`src/rtl/ppu_fb_writer.sv`:
```
// ppu_fb_writer: packs PPU pixels four-per-byte into framebuffer writes
// through a small FIFO towards the framebuffer RAM.
// Optional build macro PPU_FB_PALETTE_EN: map pixel indices through BGP before
// packing. When it is undefined, the raw 2-bit index is stored and BGP is unused.
module ppu_fb_writer #(
  parameter int unsigned FIFO_DEPTH = 8,
  parameter logic [12:0] FB_BASE    = 13'h0000
) (
  input  logic        clk,
  input  logic        rst,
  input  logic [1:0]  PX_IN,
  input  logic        PX_valid,
  input  logic [1:0]  PPU_MODE,
  input  logic [7:0]  BGP,
  output logic        FB_WE,
  output logic [12:0] FB_ADDR,
  output logic [7:0]  FB_DATA,
  input  logic        FB_READY,
  output logic        FRAME_DONE,
  output logic        OVERFLOW
);

  localparam int unsigned AW = (FIFO_DEPTH > 1) ? $clog2(FIFO_DEPTH) : 1;
  localparam logic [AW:0] FULL_COUNT = (AW+1)'(FIFO_DEPTH);

  localparam logic [1:0] MODE_HBLANK = 2'd0;
  localparam logic [1:0] MODE_VBLANK = 2'd1;
  localparam logic [1:0] MODE_SCAN   = 2'd2;
  localparam logic [1:0] MODE_DRAW   = 2'd3;

  localparam logic [7:0] X_END  = 8'd160;
  localparam logic [7:0] Y_LAST = 8'd143;

  logic [7:0]    x;
  logic [7:0]    y;
  logic [7:0]    pack;
  logic [7:0]    pack_nxt;
  logic [1:0]    prev_mode;
  logic [1:0]    shade;
  logic          accept;
  logic          line_evt;
  logic          frame_evt;
  logic          push;
  logic          do_push;
  logic          pop;
  logic          full;
  logic [12:0]   line_off;
  logic [12:0]   push_addr;
  logic [7:0]    push_data;
  logic [20:0]   mem [FIFO_DEPTH];
  logic [AW-1:0] wr_ptr;
  logic [AW-1:0] rd_ptr;
  logic [AW:0]   count;
  logic          frame_done;
  logic          overflow;

`ifdef PPU_FB_PALETTE_EN
  // Palette lookup: index i selects BGP[2i+1:2i]
  always_comb begin
    shade = BGP[1:0];
    case (PX_IN)
      2'd0: shade = BGP[1:0];
      2'd1: shade = BGP[3:2];
      2'd2: shade = BGP[5:4];
      2'd3: shade = BGP[7:6];
      default: shade = BGP[1:0];
    endcase
  end
`else
  logic unused_bgp;
  assign unused_bgp = ^BGP;

  // Raw index is stored unchanged
  always_comb begin
    shade = PX_IN;
  end
`endif

  // Insert the new shade into its slot; slot 0 starts a fresh, zero-padded byte
  always_comb begin
    pack_nxt = (x[1:0] == 2'd0) ? '0 : pack;
    case (x[1:0])
      2'd0: pack_nxt[7:6] = shade;
      2'd1: pack_nxt[5:4] = shade;
      2'd2: pack_nxt[3:2] = shade;
      2'd3: pack_nxt[1:0] = shade;
      default: pack_nxt = pack;
    endcase
  end

  // Pixel acceptance, mode events and FIFO push/pop decisions
  always_comb begin
    accept    = PX_valid && (PPU_MODE == MODE_DRAW) && (x != X_END);
    line_evt  = (prev_mode == MODE_HBLANK) && (PPU_MODE == MODE_SCAN);
    frame_evt = (PPU_MODE == MODE_VBLANK) && (prev_mode != MODE_VBLANK);
    // A flush coinciding with a completing pixel yields the single completed byte
    push      = (accept && (x[1:0] == 2'd3)) ||
                ((line_evt || frame_evt) && (accept || (x[1:0] != 2'd0)));
    push_data = accept ? pack_nxt : pack;
    line_off  = {y, 5'b0} + {2'b0, y, 3'b0};
    push_addr = FB_BASE + line_off + {7'b0, x[7:2]};
    pop       = (count != '0) && FB_READY;
    full      = (count == FULL_COUNT);
    do_push   = push && (!full || pop);
  end

  // Pixel position, pack register, mode history and frame pulse
  always_ff @(posedge clk) begin
    if (!rst) begin
      x          <= '0;
      y          <= '0;
      pack       <= '0;
      prev_mode  <= PPU_MODE;
      frame_done <= 1'b0;
    end else begin
      prev_mode  <= PPU_MODE;
      frame_done <= frame_evt;
      if (accept) pack <= pack_nxt;
      if (frame_evt) begin
        x <= '0;
        y <= '0;
      end else if (line_evt) begin
        x <= '0;
        y <= (y == Y_LAST) ? '0 : y + 8'd1;
      end else if (accept) begin
        x <= x + 8'd1;
      end
    end
  end

  // FIFO pointers, occupancy and sticky overflow
  always_ff @(posedge clk) begin
    if (!rst) begin
      wr_ptr   <= '0;
      rd_ptr   <= '0;
      count    <= '0;
      overflow <= 1'b0;
    end else begin
      if (do_push) wr_ptr <= wr_ptr + 1'b1;
      if (pop) rd_ptr <= rd_ptr + 1'b1;
      if (push && full && !pop) overflow <= 1'b1;
      case ({do_push, pop})
        2'b10:   count <= count + 1'b1;
        2'b01:   count <= count - 1'b1;
        default: count <= count;
      endcase
    end
  end

  // FIFO storage: {address, packed byte}
  always_ff @(posedge clk) begin
    if (do_push) mem[wr_ptr] <= {push_addr, push_data};
  end

  // Head of FIFO drives the RAM port; zero when idle
  always_comb begin
    FB_WE      = (count != '0);
    FB_ADDR    = FB_WE ? mem[rd_ptr][20:8] : '0;
    FB_DATA    = FB_WE ? mem[rd_ptr][7:0] : '0;
    FRAME_DONE = frame_done;
    OVERFLOW   = overflow;
  end

endmodule

```
`config.mk`:
```
export PLATFORM = sky130hd
export DESIGN_NAME = ppu_fb_writer
export DESIGN_NICKNAME = d
export VERILOG_FILES = /design/src/rtl/ppu_fb_writer.sv
export SDC_FILE = /design/constraint.sdc
export NUM_CORES = 1
export LEC_CHECK = 0
export CORE_ASPECT_RATIO = 0.9
export CORE_UTILIZATION = 40
export CTS_CLUSTER_SIZE = 40
export DETAILED_ROUTE_END_ITERATION = 10
export PLACE_DENSITY_LB_ADDON = 0.15
export SETUP_SLACK_MARGIN = 0.1
export SLEW_MARGIN = 15
export SYNTH_ARGS = -nofsm -noshare
export SYNTH_HDL_FRONTEND = slang
export SYNTH_SLANG_ARGS = --single-unit
```
`constraint.sdc`:
```
create_clock -name clk -period 4.25 [get_ports clk]
set_clock_uncertainty 0.05 [all_clocks]
set_input_delay 1.0625 -clock clk [delete_from_list [all_inputs] [get_ports clk]]
set_output_delay 1.0625 -clock clk [all_outputs]
set_load 0.005 [all_outputs]
```
==> impl_metrics.csv, run 1 <==
group,metric,value,unit
outcome,status,"complete, no violations",
sta,maxSlewHeadroom,39.8,%
worst_setup_path,crit_type,"reg -> out",
power,powerDensity,500,nW/um^2
logic_synthesis,synth.top_cell.area_share,57.2,%
worst_setup_path,cp.arrival,2.54,ns
detailed_routing,wire_per_inst,19.6,um
place,hpwl,10800,um
place,place_area,9690,sq um
cts,clock_sinks,209,
min_path,hp-class,"reg -> reg",
sta,drv_slew,0,
sta,min_period,3.66,ns
place,port_buffers,31,
detailed_routing,totalWireLength,17600,um
logic_synthesis,synthCells,542,
logic_synthesis,synth_area_per_cell,16.3,sq um
sta,hold_viol,0,
grt,grt_pass1_wl,27600,um
logic_synthesis,yosys-top-cells-area,"edfxtp_1 (57%), mux4_2 (11%), dfxtp_1 (9.3%), ha_1 (3.4%), mux2i_1 (2.9%)",
cells_and_area,final_area,10500,sq um
sta,tns,0,ns
detailed_routing,dr.pass1.iters,4,
sta,max_freq,274,MHz
floorplan,initial_core_util,40.8,%
cells_and_area,layout-drive-gt1-share,20.2,%
cts,cts_htree_levels,1,
logic_synthesis,synth_cell_type_count,45,
grt,grt_pass1_vias,5003,
sta,fin_ws,0.595,ns
flow_run,max_cap_violations,0,
sta,fin_hold_ws,0.427,ns
worst_setup_path,start_kind,"register",
place,dp.cells,858,
grt,antenna_found_initial,0,
logic_synthesis,syn_area,8820,sq um
cells_and_area,fin_cells,900,
grt,grt_use_total,16.4,%
floorplan,die_area,22700,sq um
cts,clk_latency,0.50,ns
detailed_routing,routed-via-count,4727,
cells_and_area,layout_common_cells,"edfxtp_1 (168), nor2_1 (44), mux4_2 (42), dfxtp_1 (39), clkdlybuf4s50_1 (31)",
logic_synthesis,synth_warnings,0,
cts,clk_path_buf_depth,3,
cts,clk_pin_slew,0.06,ns
cts,cts_resized,0,
grt,overflow,0,
detailed_routing,ant_nets,0,
detailed_routing,via_per_inst,5.25,
floorplan,coreArea,21600,sq um
cells_and_area,final_nets,635,
cells_and_area,diodes,0,
worst_setup_path,cp_max_fo,23,
cells_and_area,final_core_util,48.6,%
worst_setup_path,r2r_setup_slack,0.98,ns
sta,min_period_over_period,86.0,%
cells_and_area,area_growth,19.1,%
logic_synthesis,synth_top_area_cell,"edfxtp_1",
logic_synthesis,syn-num-nets,585,
place,place_ws,0.487,ns
power,irDropWorstVdd,0.000298,V
cts,cts_setup_buffers,0,
cts,cts_buffers,23,
sta,setup_viol,0,
power,leakagePower,3.53,nW
worst_setup_path,critPathCaptureType,"primary output",
cells_and_area,final_common_cell,"edfxtp_1",
logic_synthesis,ys_seq_area_share,66.5,%
cts,cts-root-buf,"clkbuf_16",
logic_synthesis,synth-seq-cells,209,
detailed_routing,route.detailed.drc,0,
floorplan,dieHeight,143,um
sta,rsz0062_at_grt,"false",
cts,cts_tree,"done",
floorplan,io_pins,40,
sta,worst_pin_slew,0.897,ns
cts,postCtsHoldBufs,0,
place,gp_congestion,0.756,
floorplan,rows,51,
worst_setup_path,required,3.14,ns
detailed_routing,dr.first_iter.drc_count,297,
floorplan,die_width,159,um
power,total_power,5.25,mW
grt,grt_max_degree,43,
-- logic make-up (layout without fill, tap and decap cells) --
family                   after synthesis  after routing  synth area share (%)
AO/OA/AOI/OAI                         48             48                  4.14
XOR/XNOR                              18             18                  1.79
adder cells (fa/ha/maj)               27             27                  4.08
buffers and inverters                 36            103                  1.70
flip-flops                           209            209                  66.5
multiplexers                          70             70                  13.9
AND/OR/NAND/NOR                      134            134                  7.87
-- metal layers --
metal	vias to the layer above	share of wire, %	global-route usage, %
met1	2429	47	22.3
met2	67	49	27.4
met5	-	0	0
li1	2203	-	-
met4	0	2.0	4.30
met3	28	2.4	2.73
-- final cells by class --
| class | count | area, sq um |
|---|---|---|
| fillers | 1816 | 11100 |
| clock buffers | 23 | 576 |
| inverters | 14 | 52.6 |
| well taps | 291 | 364 |
| multi-input cells | 297 | 2850 |
| clock inverters | 19 | 240 |
| flip-flops and latches | 209 | 5870 |
| repair buffers | 47 | 556 |
-- registers in the layout (all words and copies together) (netlist names), named ones only --
name        count
count           4
prev_mode       2
wr_ptr          3
mem           168
FRAME_DONE      1
OVERFLOW        1
y               8
rd_ptr          3
x               8
pack            8
-- power breakdown --
| group | internal [mW] | switching [mW] | total [mW] |
|---|---|---|---|
| Sequential | 2.21 | 0.0372 | 2.25 |
| Clock | 1.30 | 0.805 | 2.11 |
| Combinational | 0.476 | 0.412 | 0.889 |
-- Yosys cell counts, drive strengths merged --
master,number
and3,1
dfxtp,41
nand4,7
a32o,6
and3b,1
and2b,1
a31oi,2
xor2,8
nor4,2
o311ai,1
nand3b,1
o211ai,1
clkbuf,13
o21ai,13
ha,24
a41oi,1
mux2i,26
or3,6
nand2b,6
nor2,47
or4b,2
mux4,42
a211o,1
a21oi,16
o41ai,2
buf,9
fa,3
nor4b,2
nor3,10
mux2,2
nand3,9
a2bb2oi,1
edfxtp,168
and2,10
xnor2,10
o2bb2ai,1
a21o,3
inv,14
nand2,29
-- worst max-delay path, cell delays in order, from the launching register on --
cell and delay (ns):
dfxtp_2 0.72, buf_12 0.27, mux4_2 0.32, mux2i_1 0.19
nor2_1 0.07, clkdlybuf4s50_1 0.46
-- path summary, 6_finish.rpt --
kind / startpoint / depth (start not counted) / end
worst max-delay path: register / 5 / FB_DATA[1]
worst min-delay path: OVERFLOW / 2 / OVERFLOW
worst max register to register: y[0] / 9 / mem[2][20]
worst min register to register: OVERFLOW / 2 / OVERFLOW
No activity file was read; power rests on OpenSTA's default activity.
==> run 2: changes to the inputs <==
MAX_ROUTING_LAYER = met4   (was default)
==> impl_metrics.csv, run 2 (same netlist as run 1, synthesis figures left out) <==
group,metric,value,unit
outcome,status,"complete, no violations",
cts,clk_path_buf_depth,3,
detailed_routing,routed-via-count,4720,
floorplan,die_width,159,um
cts,cts-root-buf,"clkbuf_16",
cells_and_area,layout_common_cells,"edfxtp_1 (168), nor2_1 (44), mux4_2 (42), dfxtp_1 (39), clkdlybuf4s50_1 (31)",
grt,grt_use_total,16.9,%
worst_setup_path,cp.arrival,2.54,ns
cts,postCtsHoldBufs,0,
cells_and_area,area_growth,19.1,%
sta,setup_viol,0,
cells_and_area,regMostFlops,"mem",
grt,grt_max_degree,43,
worst_setup_path,critPathBufInv,2,
detailed_routing,ant_nets,0,
detailed_routing,dr.pass1.iters,4,
worst_setup_path,start_kind,"register",
cts,clock_sinks,209,
place,port_buffers,31,
sta,worst_pin_slew,0.894,ns
cts,cts_setup_buffers,0,
place,gp_congestion,0.766,
worst_setup_path,cp_max_fo,23,
sta,drv_slew,0,
sta,max_freq,274,MHz
floorplan,dieHeight,143,um
grt,grt_pass1_vias,4983,
cells_and_area,largest_register_ffs,168,
worst_setup_path,crit_chain,"buf_12 > mux4_2 > mux2i_1 > nor2_1 > clkdlybuf4s50_1",
worst_setup_path,critPathCaptureType,"primary output",
floorplan,die_area,22700,sq um
grt,antenna_found_initial,0,
detailed_routing,via_per_inst,5.24,
worst_setup_path,slowest_delay,0.72,ns
place,hpwl,10800,um
min_path,hp-class,"reg -> reg",
detailed_routing,wire_per_inst,19.6,um
floorplan,io_pins,40,
grt,overflow,0,
cts,cts_resized,0,
sta,hold_viol,0,
cts,clk_pin_slew,0.06,ns
detailed_routing,dr.first_iter.drc_count,296,
sta,maxSlewHeadroom,40.0,%
cells_and_area,final_nets,635,
power,powerDensity,500,nW/um^2
cells_and_area,layout-drive-gt1-share,20.2,%
floorplan,rows,51,
cts,cts_tree,"done",
sta,fin_hold_ws,0.427,ns
cells_and_area,final_core_util,48.6,%
worst_setup_path,critical_path.top_delay_family,"buffers and inverters",
sta,min_period,3.66,ns
floorplan,initial_core_util,40.8,%
cts,cts_buffers,23,
worst_setup_path,required,3.14,ns
worst_setup_path,cp_slowest_cell,"dfxtp_2",
worst_setup_path,crit_type,"reg -> out",
cells_and_area,fin_cells,900,
place,dp.cells,858,
sta,min_period_over_period,86.0,%
sta,rsz0062_at_grt,"false",
cts,cts_htree_levels,1,
cells_and_area,final_common_cell,"edfxtp_1",
sta,tns,0,ns
cells_and_area,diodes,0,
cts,clk_latency,0.50,ns
power,irDropWorstVdd,0.000298,V
flow_run,max_cap_violations,0,
floorplan,coreArea,21600,sq um
grt,grt_pass1_wl,27600,um
detailed_routing,route.detailed.drc,0,
power,leakagePower,3.53,nW
detailed_routing,totalWireLength,17600,um
[run 2: cell counts in the layout (fill, tap and decap cells not counted)]
No cell type changed its count.
[run 2: metrics by stage]
stage | instance area, sq um | power [mW] | setup slack [ns]
after detailed placement | 9690 | 3.21 | 0.487
after CTS | 10500 | 5.32 | 0.529
final | 10500 | 5.25 | 0.594
after global placement | 9690 | 3.20 | 0.544
after floorplan | 8830 | 2.84 | 0.251
after global routing | 10500 | 5.46 | 0.446
[run 2: metal layers]
metal	up-vias	track usage, %	share of wire (%)
li1	2205	-	-
met1	2414	22.3	47
met2	72	27.3	49
met3	29	2.73	2.9
met4	0	4.30	2.0
met5	-	-	0
[run 2: where the power goes]
| group | internal (mW) | switching, mW |
|---|---|---|
| clock network | 1.30 | 0.808 |
| logic | 0.476 | 0.413 |
| registers | 2.21 | 0.0368 |
| total | 3.99 | 1.26 |
[run 2: worst min-delay path, delay by kind of cell, from the launching register on]
| family | cells | cell delay, ns |
|---|---|---|
| simple gates | 1 | 0.07 |
| compound gates | 1 | 0.04 |
| flops | 1 | 0.33 |
[run 2: final cells by class]
cell class | count | area (sq um)
inverters | 14 | 52.6
clock inverters | 19 | 240
multi-input cells | 297 | 2850
fillers | 1816 | 11100
well taps | 291 | 364
flip-flops and latches | 209 | 5870
repair buffers | 47 | 556
clock buffers | 23 | 576
[run 2: final timing paths]
check / start / endpoint / slack, ns / cells past startpoint
max: register / FB_DATA[1] / 0.59 / 5
min: OVERFLOW / OVERFLOW / 0.43 / 2
max reg2reg: y[0] / mem[2][20] / 0.98 / 9
min reg2reg: OVERFLOW / OVERFLOW / 0.43 / 2
==> run 3: changes to the inputs <==
ABC_AREA = 0   (was default)
TNS_END_PERCENT = 30   (was default)
==> results of run 3 <==
Final layout, timing and power as in run 2 (identical DEF).
